## config.mk

```make
export PLATFORM = sky130hd
export DESIGN_NAME = irq_sb_ctrl
export DESIGN_NICKNAME = d
export VERILOG_FILES = /design/src/rtl/irq_sb_ctrl_pkg.sv /design/src/rtl/irq_sb_ctrl_prio_enc.sv /design/src/rtl/irq_sb_ctrl.sv
export SDC_FILE = /design/constraint.sdc
export NUM_CORES = 1
export LEC_CHECK = 0
export CAP_MARGIN = 20
export CELL_PAD_IN_SITES_DETAIL_PLACEMENT = 0
export CELL_PAD_IN_SITES_GLOBAL_PLACEMENT = 1
export CORE_ASPECT_RATIO = 1.25
export CORE_UTILIZATION = 25
export DETAILED_ROUTE_END_ITERATION = 10
export HOLD_SLACK_MARGIN = 0.15
export PLACE_DENSITY_LB_ADDON = 0.08
export REMOVE_ABC_BUFFERS = 1
export SLEW_MARGIN = 40
export SYNTH_ARGS = -nofsm -noshare
export SYNTH_HDL_FRONTEND = slang
export SYNTH_HIERARCHICAL = 1
export SYNTH_SLANG_ARGS = --single-unit
```

## constraint.sdc

```tcl
create_clock -name clk_i -period 6.6 [get_ports clk_i]
set_input_delay 0.99 -clock clk_i [delete_from_list [all_inputs] [get_ports clk_i]]
set_output_delay 0.99 -clock clk_i [all_outputs]
set_load 0.02 [all_outputs]
```

## src/rtl/irq_sb_ctrl_pkg.sv

```systemverilog
// Shared constants and types for the shared-line interrupt controller.
// Register word addresses, cause encoding, soft-reset key and FSM states.
package irq_sb_ctrl_pkg;

  localparam int SEL_W = 4;

  localparam logic [31:0] ADDR_MASK    = 32'h0000_0000;
  localparam logic [31:0] ADDR_PENDING = 32'h0000_0004;
  localparam logic [31:0] ADDR_ACTIVE  = 32'h0000_0008;
  localparam logic [31:0] ADDR_RESET   = 32'h0000_0024;

  localparam logic [31:0] CAUSE_BASE   = 32'h8000_0010;
  localparam logic [31:0] SOFT_RST_KEY = 32'h0000_0001;

  typedef enum logic [1:0] {
    IDLE,
    ACTIVE,
    RETURN
  } state_e;

endpackage

```

## src/rtl/irq_sb_ctrl_prio_enc.sv

```systemverilog
// Combinational priority encoder: first pending source at or after start_i,
// wrapping modulo N_SRC. Tie start_i to zero for plain fixed priority.
module irq_prio_enc
  import irq_sb_ctrl_pkg::*;
#(
  parameter int N_SRC = 4
) (
  input  logic [N_SRC-1:0] pend_i,
  input  logic [SEL_W-1:0] start_i,
  output logic             valid_o,
  output logic [SEL_W-1:0] idx_o
);

  logic [N_SRC-1:0] rot;
  logic [SEL_W-1:0] off;
  logic [SEL_W:0]   sum;

  always_comb begin
    // Rotate so that the start position lands at bit 0, then take the lowest set bit.
    rot     = N_SRC'({pend_i, pend_i} >> start_i);
    valid_o = 1'b0;
    off     = '0;
    for (int i = N_SRC - 1; i >= 0; i--) begin
      if (rot[i]) begin
        valid_o = 1'b1;
        off     = SEL_W'(i);
      end
    end
    sum = {1'b0, start_i} + {1'b0, off};
    if (sum >= (SEL_W + 1)'(N_SRC)) begin
      sum = sum - (SEL_W + 1)'(N_SRC);
    end
    idx_o = sum[SEL_W-1:0];
  end

endmodule

```

## src/rtl/irq_sb_ctrl.sv

```systemverilog
// Shares the core interrupt line among N_SRC level-triggered peripherals.
// Define IRQ_SB_CTRL_ROUND_ROBIN_EN for rotating priority; default is fixed priority.
module irq_sb_ctrl
  import irq_sb_ctrl_pkg::*;
#(
  parameter int N_SRC = 4
) (
  input  logic             clk_i,
  input  logic             rst_i,
  input  logic [31:0]      addr_i,
  input  logic             req_i,
  input  logic [31:0]      write_data_i,
  input  logic             write_enable_i,
  output logic [31:0]      read_data_o,
  input  logic [N_SRC-1:0] src_irq_i,
  output logic [N_SRC-1:0] src_ret_o,
  output logic             core_irq_o,
  input  logic             core_irq_ret_i,
  output logic [31:0]      core_cause_o
);

  state_e           state_q, state_d;
  logic [N_SRC-1:0] mask_q, mask_d;
  logic [N_SRC-1:0] src_ret_q, src_ret_d;
  logic [SEL_W-1:0] sel_q, sel_d;
  logic             core_irq_q, core_irq_d;
  logic [31:0]      cause_q, cause_d;
  logic [31:0]      rdata_q, rdata_d;

  logic [N_SRC-1:0] pending;
  logic             bus_wr, bus_rd, soft_rst;
  logic             enc_valid;
  logic [SEL_W-1:0] enc_idx, start_ptr;

`ifdef IRQ_SB_CTRL_ROUND_ROBIN_EN
  logic [SEL_W-1:0] rr_ptr_q, rr_ptr_d;
  assign start_ptr = rr_ptr_q;
`else
  assign start_ptr = '0;
`endif

  assign pending  = src_irq_i & mask_q;
  assign bus_wr   = req_i & write_enable_i;
  assign bus_rd   = req_i & ~write_enable_i;
  assign soft_rst = bus_wr && (addr_i == ADDR_RESET) && (write_data_i == SOFT_RST_KEY);

  irq_prio_enc #(
    .N_SRC (N_SRC)
  ) u_prio_enc (
    .pend_i  (pending),
    .start_i (start_ptr),
    .valid_o (enc_valid),
    .idx_o   (enc_idx)
  );

  // Soft reset shares the synchronous reset path so both leave identical state.
  always_ff @(posedge clk_i) begin
    if (rst_i || soft_rst) begin
      state_q    <= IDLE;
      mask_q     <= '1;
      src_ret_q  <= '0;
      sel_q      <= '0;
      core_irq_q <= 1'b0;
      cause_q    <= '0;
      rdata_q    <= '0;
`ifdef IRQ_SB_CTRL_ROUND_ROBIN_EN
      rr_ptr_q   <= '0;
`endif
    end else begin
      state_q    <= state_d;
      mask_q     <= mask_d;
      src_ret_q  <= src_ret_d;
      sel_q      <= sel_d;
      core_irq_q <= core_irq_d;
      cause_q    <= cause_d;
      rdata_q    <= rdata_d;
`ifdef IRQ_SB_CTRL_ROUND_ROBIN_EN
      rr_ptr_q   <= rr_ptr_d;
`endif
    end
  end

  always_comb begin
    mask_d  = mask_q;
    rdata_d = rdata_q;
    if (bus_wr && (addr_i == ADDR_MASK)) begin
      mask_d = write_data_i[N_SRC-1:0];
    end
    if (bus_rd) begin
      case (addr_i)
        ADDR_MASK:    rdata_d = 32'(mask_q);
        ADDR_PENDING: rdata_d = 32'(pending);
        ADDR_ACTIVE:  rdata_d = {(state_q == ACTIVE), {(31 - SEL_W){1'b0}}, sel_q};
        default:      rdata_d = rdata_q;
      endcase
    end
  end

  // Arbitration happens only in IDLE; sel is frozen until the handshake completes.
  always_comb begin
    state_d = state_q;
    sel_d   = sel_q;
`ifdef IRQ_SB_CTRL_ROUND_ROBIN_EN
    rr_ptr_d = rr_ptr_q;
`endif
    case (state_q)
      IDLE: begin
        if (enc_valid) begin
          state_d = ACTIVE;
          sel_d   = enc_idx;
        end
      end
      ACTIVE: begin
        if (core_irq_ret_i) begin
          state_d = RETURN;
`ifdef IRQ_SB_CTRL_ROUND_ROBIN_EN
          rr_ptr_d = (sel_q == SEL_W'(N_SRC - 1)) ? '0 : sel_q + 1'b1;
`endif
        end
      end
      RETURN:  state_d = IDLE;
      default: state_d = IDLE;
    endcase
  end

  always_comb begin
    core_irq_d = (state_d == ACTIVE);
    cause_d    = core_irq_d ? (CAUSE_BASE | 32'(sel_d)) : '0;
    src_ret_d  = '0;
    if (state_d == RETURN) begin
      src_ret_d = N_SRC'(1) << sel_q;
    end
  end

  assign read_data_o  = rdata_q;
  assign src_ret_o    = src_ret_q;
  assign core_irq_o   = core_irq_q;
  assign core_cause_o = cause_q;

endmodule

```

==> results.sh, run 1 <==
export IMPL_status="finished clean"
export IMPL_synth_most_common_cell="buf_4"
export IMPL_drt_vias_per_instance=4.22
export IMPL_top_usage_layer="met2"
export IMPL_clock_latency_ps=270
export IMPL_ir_drop_v=0.0000723
export IMPL_cp_slowest_cell="or4_1"
export IMPL_clockRootBuffer="clkbuf_8"
export IMPL_clock_skew_final_ps=2.82
export IMPL_yosys_top_cells_area="dfxtp_1 (25%), buf_4 (21%), mux2i_1 (4.6%)"
export IMPL_synthArstFlopShare_pct=0
export IMPL_synthXorXnorAreaFrac_pct=1.35
export IMPL_ctsResizeCount=0
export IMPL_ios=142
export IMPL_path_clk_slew_ps=90
export IMPL_avgSynthCellArea_sq_um=8.42
export IMPL_grt_pass1_wl_microns=8050
export IMPL_met3_usage_pct=2.26
export IMPL_cp_slowest_stage_delay_ps=490
export IMPL_synth_edff_count=0
export IMPL_yosys_area_top_type="dfxtp_1"
export IMPL_hpwlAfterDp_microns=4360
export IMPL_synth_seq_cells=24
export IMPL_fmax_mhz=318
export IMPL_grt_overflow_total=0
export IMPL_synth_ff_type="dfxtp_1"
export IMPL_coreArea_sq_um=7490
export IMPL_die_h_microns=101
export IMPL_port_buffer_count=88
export IMPL_cts_tree="done"
export IMPL_vias=1779
export IMPL_num_antenna_cells=0
export IMPL_cp_arrival_ps=3340
export IMPL_fin_crit_sh_pct=47.6
export IMPL_post_cts_buffers=0
export IMPL_cp_data_required_time_ps=6790
export IMPL_muxShareOfSynthArea_pct=5.19
export IMPL_slew_headroom_pct=54.9
export IMPL_clock_sinks=24
export IMPL_p_leak_nw=1.10
export IMPL_wl_per_cell_microns=11.9
export IMPL_synth_cells=232
export IMPL_drive_gt1_share_pct=5.76
export IMPL_grt_pass1_vias=1729
export IMPL_drv_slew=0
export IMPL_whs_ps=499
export IMPL_clockBufferDepth=2
export IMPL_netlist_area_leader_share_pct=24.6
export IMPL_cts_inserted_buffers=3
export IMPL_grt_use_total_pct=12.6
export IMPL_finalWorstSetupSlack_ps=3460
export IMPL_htreeDepth=1
export IMPL_design_area_sq_um=2810
export IMPL_setup_viol=0
export IMPL_synth_adder_area_share_pct=2.95
export IMPL_synth_top_family_by_area="simple AND/OR/NAND/NOR gates"
export IMPL_dieWidth_microns=81.1
export IMPL_start_kind="input port"
export IMPL_yosysSeqAreaShare_pct=24.6
export IMPL_hp_class="register to register"
export IMPL_drt_iter0_drc=58
export IMPL_post_place_ws_ps=3160
export IMPL_synth_compound_area_share_pct=11.5
export IMPL_power_density_nw_per_um2=146
export IMPL_drv_cap=0
export IMPL_syn_area_sq_um=1950
export IMPL_final_nets=408
export IMPL_use_met1_pct=15.1
export IMPL_worst_setup_path_end_kind="register"
export IMPL_power_uw=411
export IMPL_drt_wl_total_microns=5040
export IMPL_placed_area_sq_um=2740
export IMPL_period_minus_slack_ps=3140
export IMPL_grt_use_met2_pct=22.4
export IMPL_rsz0062_at_grt="false"
export IMPL_yosys_area_share_simple_pct=29.3
export IMPL_cp_cell_sequence="clkdlybuf4s50_1 -> and2_1 -> a21o_2 -> or4_1 -> o22a_1 -> fa_1 -> inv_1 -> mux2i_1 -> nor3_1"
export IMPL_rows=35
export IMPL_finalSetupTns_ps=0
export IMPL_antenna_found_initial=0
export IMPL_path_class="input port to register"
export IMPL_drtAntennaViolNets=0
export IMPL_syn_to_final_growth_pct=43.8
export IMPL_yosys_warnings=6
export IMPL_hold_buffers=0
export IMPL_start_util_pct=26.1
export IMPL_die_area_sq_um=8170
export IMPL_synth_cell_type_count=47
export IMPL_path_max_fanout=5
export IMPL_path_buf_inv=2
export IMPL_dr_pass1_iters=4
export IMPL_drcViolationCount=0
export IMPL_worst_pin_slew_ps=671
export IMPL_synth_common_cells="buf_4 (55), dfxtp_1 (24), nor2_1 (20)"
export IMPL_place_gp_congestion=0.799
export IMPL_grt_max_degree=25
export IMPL_hold_violations=0
export IMPL_crit_family="simple AND/OR/NAND/NOR gates"
[power breakdown]
part | leakage [nW] | switching (mW) | total, mW | internal (mW)
combinational | 0.874 | 0.0662 | 0.127 | 0.0609
sequential | 0.195 | 0.00392 | 0.153 | 0.149
clock | 0.0357 | 0.0495 | 0.131 | 0.0811
total | 1.10 | 0.120 | 0.411 | 0.291
[worst paths after layout]
| path | startpoint | to | slack, ps | cells past startpoint |
|---|---|---|---|---|
| max | src_irq_i[1] | core_cause_o[1]$_SDFF_PP0_ | 3460 | 9 |
| min reg2reg | read_data_o[31]$_SDFFE_PP0P_ | read_data_o[31]$_SDFFE_PP0P_ | 500 | 2 |
| max reg2reg | mask_q[1]$_SDFFE_PP1P_ | core_cause_o[1]$_SDFF_PP0_ | 4250 | 8 |
| min | read_data_o[31]$_SDFFE_PP0P_ | read_data_o[31]$_SDFFE_PP0P_ | 500 | 2 |
[placed cells by master (no fill, tap or decap), types with 7 or more instances in the layout]
cell / n
nor4_1: 12
clkdlybuf4s50_1: 88
nor2_1: 20
dfxtp_1: 24
nor2b_1: 7
nor3_1: 8
nand2_1: 9
a21oi_1: 9
mux2i_1: 9
conb_1: 67
inv_1: 7
[sequential cells by signal (all words and copies together), names as in the netlist]
signal        flops
mask_q            4
core_cause_o      5
state_q           2
sel_q             4
read_data_o       5
src_ret_o         4
[worst reg2reg max path, stage by stage, from the launching register on]
cell and delay (ps):
dfxtp_1 350, and2_1 190, a21o_2 210, or4_1 490, o22a_1 250, fa_1 470, inv_1 70, mux2i_1 70
nor3_1 150
[per-layer routing]
layer / vias up / part of all wire, % / routed length [microns]
met5: - / 0 / 0
met4: 0 / 1.8 / 93
met3: 8 / 6.0 / 302
met2: 77 / 51 / 2560
met1: 777 / 41 / 2090
li1: 917 / - / -
[cells by family (layout without fill, tap and decap cells)]
logic type                 after synthesis  in the layout
and+or+nand+nor                         91             91
other                                    1             67
buffers and inverters                   67             99
xor gates and xnor gates                 3              3
adders and majority gates                4              4
muxes                                   10             10
DFF                                     24             24
AOI/OAI and AO/OA                       32             32
[through the flow]
step	instances	utilization, %
2_1_floorplan	238	-
3_3_place_gp	418	36.5
3_5_place_dp	418	36.5
4_1_cts	422	37.5
5_1_grt	422	37.5
6_report	422	37.5
[final cells by class]
| type | count | area (sq um) |
|---|---|---|
| fill | 780 | 4680 |
| multi-input combinational | 207 | 1230 |
| timing repair buffer | 88 | 881 |
| sequential | 24 | 480 |
| tap | 92 | 115 |
| clock buffer | 3 | 41.3 |
| clock inverter | 1 | 30.0 |
| inverter | 7 | 26.3 |
No activity file was read; power rests on OpenSTA's default activity.
==> inputs of run 2 (changes only) <==
--- a/config.mk
+++ b/config.mk
@@ -9,7 +9,7 @@
 export CELL_PAD_IN_SITES_DETAIL_PLACEMENT = 0
 export CELL_PAD_IN_SITES_GLOBAL_PLACEMENT = 1
 export CORE_ASPECT_RATIO = 1.25
-export CORE_UTILIZATION = 25
+export CORE_UTILIZATION = 21
 export DETAILED_ROUTE_END_ITERATION = 10
 export HOLD_SLACK_MARGIN = 0.15
 export PLACE_DENSITY_LB_ADDON = 0.08
==> constraint.sdc (replaced) <==
create_clock -name clk_i -period 2.7 [get_ports clk_i]
set_input_delay 0.405 -clock clk_i [delete_from_list [all_inputs] [get_ports clk_i]]
set_output_delay 0.405 -clock clk_i [all_outputs]
set_load 0.02 [all_outputs]
==> results.sh, run 2 (synthesized netlist as in run 1, its figures left out) <==
export IMPL_status="finished clean"
export IMPL_drive_gt1_share_pct=7.72
export IMPL_hp_class="register to register"
export IMPL_ir_drop_v=0.000228
export IMPL_drt_wl_total_microns=5480
export IMPL_reg2reg_from="mask_q[1]$_SDFFE_PP1P_"
export IMPL_cp_data_required_time_ps=2880
export IMPL_dieWidth_microns=88.3
export IMPL_rows=39
export IMPL_worst_setup_path_end_kind="register"
export IMPL_hold_violations=0
export IMPL_grt_pass1_wl_microns=8980
export IMPL_die_area_sq_um=9690
export IMPL_clock_skew_final_ps=2.06
export IMPL_hold_path_end="read_data_o[31]$_SDFFE_PP0P_"
export IMPL_met2_length_microns=2980
export IMPL_cts_tree="done"
export IMPL_place_gp_congestion=0.749
export IMPL_post_cts_buffers=0
export IMPL_layout_commonest_cell="clkdlybuf4s50_1"
export IMPL_grt_max_degree=25
export IMPL_clock_latency_ps=260
export IMPL_drv_cap=0
export IMPL_cp_arrival_ps=2680
export IMPL_rsz0062_at_grt="false"
export IMPL_hpwlAfterDp_microns=4850
export IMPL_port_buffer_count=88
export IMPL_clockBufferDepth=2
export IMPL_drcViolationCount=0
export IMPL_clock_sinks=24
export IMPL_layout_common_cells="clkdlybuf4s50_1 (88), conb_1 (67), dfxtp_1 (24), nor2_1 (20), nor4_1 (12)"
export IMPL_ctsResizeCount=0
export IMPL_path_clk_slew_ps=60
export IMPL_fillers=1004
export IMPL_die_h_microns=110
export IMPL_power_mw=1.12
export IMPL_fin_util_pct=32.5
export IMPL_period_minus_slack_ps=2500
export IMPL_cp_slowest_cell="or4_1"
export IMPL_grt_pass1_vias=1895
export IMPL_cts_inserted_buffers=3
export IMPL_r2r_setup_slack_ps=430
export IMPL_p_leak_nw=1.16
export IMPL_path_max_fanout=3
export IMPL_top_layer="met4"
export IMPL_num_antenna_cells=0
export IMPL_start_util_pct=21.5
export IMPL_drt_iter0_drc=26
export IMPL_drtAntennaViolNets=0
export IMPL_syn_to_final_growth_pct=50.8
export IMPL_hold_buffers=0
export IMPL_power_density_nw_per_um2=380
export IMPL_slew_headroom_pct=65.3
export IMPL_reg2reg_to="core_cause_o[1]$_SDFF_PP0_"
export IMPL_grt_overflow_total=0
export IMPL_cp_cell_sequence="clkdlybuf4s50_1 -> and2_1 -> a21o_2 -> or4_1 -> o22a_1 -> fa_1 -> inv_1 -> mux2i_1 -> nor3_1"
export IMPL_start_kind="input port"
export IMPL_drt_met1_wl_microns=1990
export IMPL_placed_area_sq_um=2840
export IMPL_coreArea_sq_um=9080
export IMPL_wl_per_cell_microns=11.9
export IMPL_fmax_mhz=401
export IMPL_fin_crit_sh_pct=92.4
export IMPL_htreeDepth=1
export IMPL_worst_pin_slew_ps=513
export IMPL_antenna_found_initial=0
export IMPL_drv_slew=0
export IMPL_worstHoldStart="read_data_o[31]$_SDFFE_PP0P_"
export IMPL_path_class="input port to register"
export IMPL_grt_use_total_pct=12.1
export IMPL_wl_met3_microns=400
export IMPL_ios=142
export IMPL_clockRootBuffer="clkbuf_16"
export IMPL_setup_viol=0
export IMPL_dr_pass1_iters=4
export IMPL_r2r_cells=8
export IMPL_drt_vias_per_instance=4.02
export IMPL_vias=1851
export IMPL_hold_depth=2
export IMPL_final_nets=415
export IMPL_cp_slowest_stage_delay_ps=500
export IMPL_design_area_sq_um=2950
## run 2: worst max-delay path: cells and delay by family
family	cells	cell delay, ps
multiplexers	1	80
adder cells (fa/ha/maj)	1	460
AO/OA/AOI/OAI	2	450
AND/OR/NAND/NOR	3	800
buffers and inverters	2	480
## run 2: how the worst max path moves through the flow
stage	from	endpoint	cells after the start
3_3_place_gp	src_irq_i[1]	core_cause_o[1]$_SDFF_PP0_	9
6_report	src_irq_i[1]	core_cause_o[1]$_SDFF_PP0_	9
2_1_floorplan	src_irq_i[1]	core_cause_o[1]$_SDFF_PP0_	8
5_1_grt	src_irq_i[1]	core_cause_o[1]$_SDFF_PP0_	9
4_1_cts	src_irq_i[1]	core_cause_o[1]$_SDFF_PP0_	9
3_5_place_dp	src_irq_i[1]	core_cause_o[1]$_SDFF_PP0_	9
## run 2: final cells by class
type                       instances  area, sq um  share of cell area, %
inverter                           7         26.3                  0.892
sequential                        24          480                   16.3
multi-input combinational        207         1230                   41.9
clock inverter                     1         30.0                   1.02
tap                              123          154                   5.23
clock buffer                       3         75.1                   2.55
timing repair buffer              95          946                   32.1
## run 2: where the power goes
group          internal [mW]  leakage, nW  switching (mW)
logic                  0.158        0.913           0.164
clock network          0.295       0.0511           0.127
registers              0.366        0.195         0.00993
## run 2: per-stage QoR
step           TNS (ps)  setup WS [ps]  instances  hold WS (ps)
3_3_place_gp      -51.8          -51.7        456           465
6_report              0            205        460           475
5_1_grt               0           8.69        460           502
4_1_cts               0            195        460           477
3_5_place_dp      -90.1          -65.1        456           468
2_1_floorplan         0            421        238           466
## run 2: routing by layer
metal / up-vias / global-route usage [%]
met5: - / 0
met4: 0 / 3.00
met3: 10 / 3.83
met2: 86 / 23.0
met1: 832 / 12.6
li1: 923 / -
==> inputs of run 3 (changes only) <==
--- a/config.mk
+++ b/config.mk
@@ -5,14 +5,16 @@
 export SDC_FILE = /design/constraint.sdc
 export NUM_CORES = 1
 export LEC_CHECK = 0
+export ABC_CLOCK_PERIOD_IN_PS = 2700
 export CAP_MARGIN = 20
 export CELL_PAD_IN_SITES_DETAIL_PLACEMENT = 0
 export CELL_PAD_IN_SITES_GLOBAL_PLACEMENT = 1
 export CORE_ASPECT_RATIO = 1.25
 export CORE_UTILIZATION = 21
 export DETAILED_ROUTE_END_ITERATION = 10
+export GPL_ROUTABILITY_DRIVEN = 0
 export HOLD_SLACK_MARGIN = 0.15
-export PLACE_DENSITY_LB_ADDON = 0.08
+export PLACE_DENSITY_LB_ADDON = 0.1
 export REMOVE_ABC_BUFFERS = 1
 export SLEW_MARGIN = 40
 export SYNTH_ARGS = -nofsm -noshare
==> results.sh, run 3 (synthesized netlist as in run 1, its figures left out) <==
export IMPL_post_place_ws_ps=-74.1
export IMPL_clockBufferDepth=2
export IMPL_grt_use_total_pct=11.2
export IMPL_path_class="input port to register"
export IMPL_period_minus_slack_ps=2490
export IMPL_worst_pin_slew_ps=532
export IMPL_syn_to_final_growth_pct=50.8
export IMPL_grt_pass1_vias=1751
export IMPL_fillers=1005
export IMPL_coreArea_sq_um=9080
export IMPL_p_leak_nw=1.16
export IMPL_path_max_fanout=3
export IMPL_worstHoldStart="read_data_o[31]$_SDFFE_PP0P_"
export IMPL_p_clk_share_pct=37.7
export IMPL_fin_crit_sh_pct=92.1
export IMPL_whs_ps=476
export IMPL_power_density_nw_per_um2=379
export IMPL_switchingPower_uw=299
export IMPL_drt_vias_per_instance=3.97
export IMPL_drt_wl_total_microns=5240
export IMPL_crit_path_start="src_irq_i[1]"
export IMPL_die_area_sq_um=9690
export IMPL_cp_data_required_time_ps=2880
export IMPL_power_share_combinational_pct=28.8
export IMPL_drt_iter0_drc=29
export IMPL_ios=142
export IMPL_finalWorstSetupSlack_ps=212
export IMPL_drcViolationCount=0
export IMPL_start_kind="input port"
export IMPL_ctsResizeCount=0
export IMPL_clock_latency_ps=260
export IMPL_clockRootBuffer="clkbuf_16"
export IMPL_drv_cap=0
export IMPL_num_antenna_cells=0
export IMPL_htreeDepth=1
export IMPL_grt_max_degree=25
export IMPL_cp_arrival_ps=2670
export IMPL_hp_class="register to register"
export IMPL_antenna_found_initial=0
export IMPL_dr_pass1_iters=4
export IMPL_layout_common_cells="clkdlybuf4s50_1 (88), conb_1 (67), dfxtp_1 (24), nor2_1 (20), nor4_1 (12)"
export IMPL_port_buffer_count=88
export IMPL_drive_gt1_share_pct=7.72
export IMPL_switching_share_pct=26.7
export IMPL_cts_inserted_buffers=3
export IMPL_status="finished clean"
export IMPL_post_cts_buffers=0
export IMPL_vias=1828
export IMPL_layout_commonest_cell="clkdlybuf4s50_1"
export IMPL_slew_headroom_pct=64.1
export IMPL_hold_violations=0
export IMPL_rsz0062_at_grt="false"
export IMPL_wl_per_cell_microns=11.4
export IMPL_layout_cells_non_filler=460
export IMPL_cts_tree="done"
export IMPL_hold_buffers=0
export IMPL_worst_setup_path_end_kind="register"
export IMPL_grt_pass1_wl_microns=8350
export IMPL_path_clk_slew_ps=60
export IMPL_p_seq_share_pct=33.6
export IMPL_clock_skew_final_ps=6.05
export IMPL_grt_overflow_total=0
export IMPL_rows=39
export IMPL_reg2reg_from="mask_q[1]$_SDFFE_PP1P_"
export IMPL_hpwlAfterDp_microns=4660
export IMPL_fmax_mhz=402
export IMPL_dp_cells=456
export IMPL_drtAntennaViolNets=0
export IMPL_clock_sinks=24
export IMPL_die_h_microns=110
export IMPL_ir_drop_v=0.000247
export IMPL_dieWidth_microns=88.3
export IMPL_start_util_pct=21.5
export IMPL_final_nets=415
export IMPL_drv_slew=0
export IMPL_setup_viol=0
export IMPL_p_int_uw=818
==> run 3: cell counts in the layout (fill, tap and decap cells not counted) <==
Identical to the previous run, type by type.
==> run 3: final cells by class <==
cell class | count | area [sq um] | share of cell area, %
sequential | 24 | 480 | 16.3
multi-input combinational | 207 | 1230 | 41.9
clock buffer | 3 | 75.1 | 2.55
clock inverter | 1 | 30.0 | 1.02
timing repair buffer | 95 | 946 | 32.1
inverter | 7 | 26.3 | 0.892
tap | 123 | 154 | 5.23
==> run 3: worst max-delay path, stage by stage <==
cell	delay, ps
clkdlybuf4s50_1	410
and2_1	170
a21o_2	200
or4_1	500
o22a_1	250
fa_1	470
inv_1	60
mux2i_1	80
nor3_1	130
==> run 3: power by group through the flow <==
stage / Combinational [mW] / Sequential [mW] / Clock, mW
finish: 0.321 / 0.375 / 0.421
global route: 0.356 / 0.377 / 0.446
CTS: 0.320 / 0.375 / 0.432
detailed placement: 0.320 / 0.383 / 0
global placement: 0.318 / 0.383 / 0
floorplan: 0.154 / 0.389 / 0
==> run 3: path summary, 6_finish.rpt <==
path | to | slack, ps | depth (start not counted)
worst max-delay path | core_cause_o[1]$_SDFF_PP0_ | 210 | 9
worst min-delay path | read_data_o[31]$_SDFFE_PP0P_ | 480 | 2
worst max register to register | core_cause_o[1]$_SDFF_PP0_ | 420 | 8
worst min register to register | read_data_o[31]$_SDFFE_PP0P_ | 480 | 2
==> run 3: through the flow <==
step / TNS (ps) / utilization (%) / cell area, sq um / total power, mW
6_report: 0 / 32.5 / 2950 / 1.12
5_1_grt: 0 / 32.5 / 2950 / 1.18
4_1_cts: 0 / 32.5 / 2950 / 1.13
3_5_place_dp: -86.5 / 31.3 / 2840 / 0.703
3_3_place_gp: -44.8 / 31.3 / 2840 / 0.701
2_1_floorplan: 0 / - / 1740 / 0.543
==> run 3: per-layer routing <==
layer  share of wire [%]  vias to the layer above  global-route usage [%]
li1                    -                      921                       -
met1                  36                      813                    11.9
met2                  55                       86                    21.6
met3                 6.2                        8                    2.78
met4                 2.1                        0                    3.00
met5                   0                        -                       0
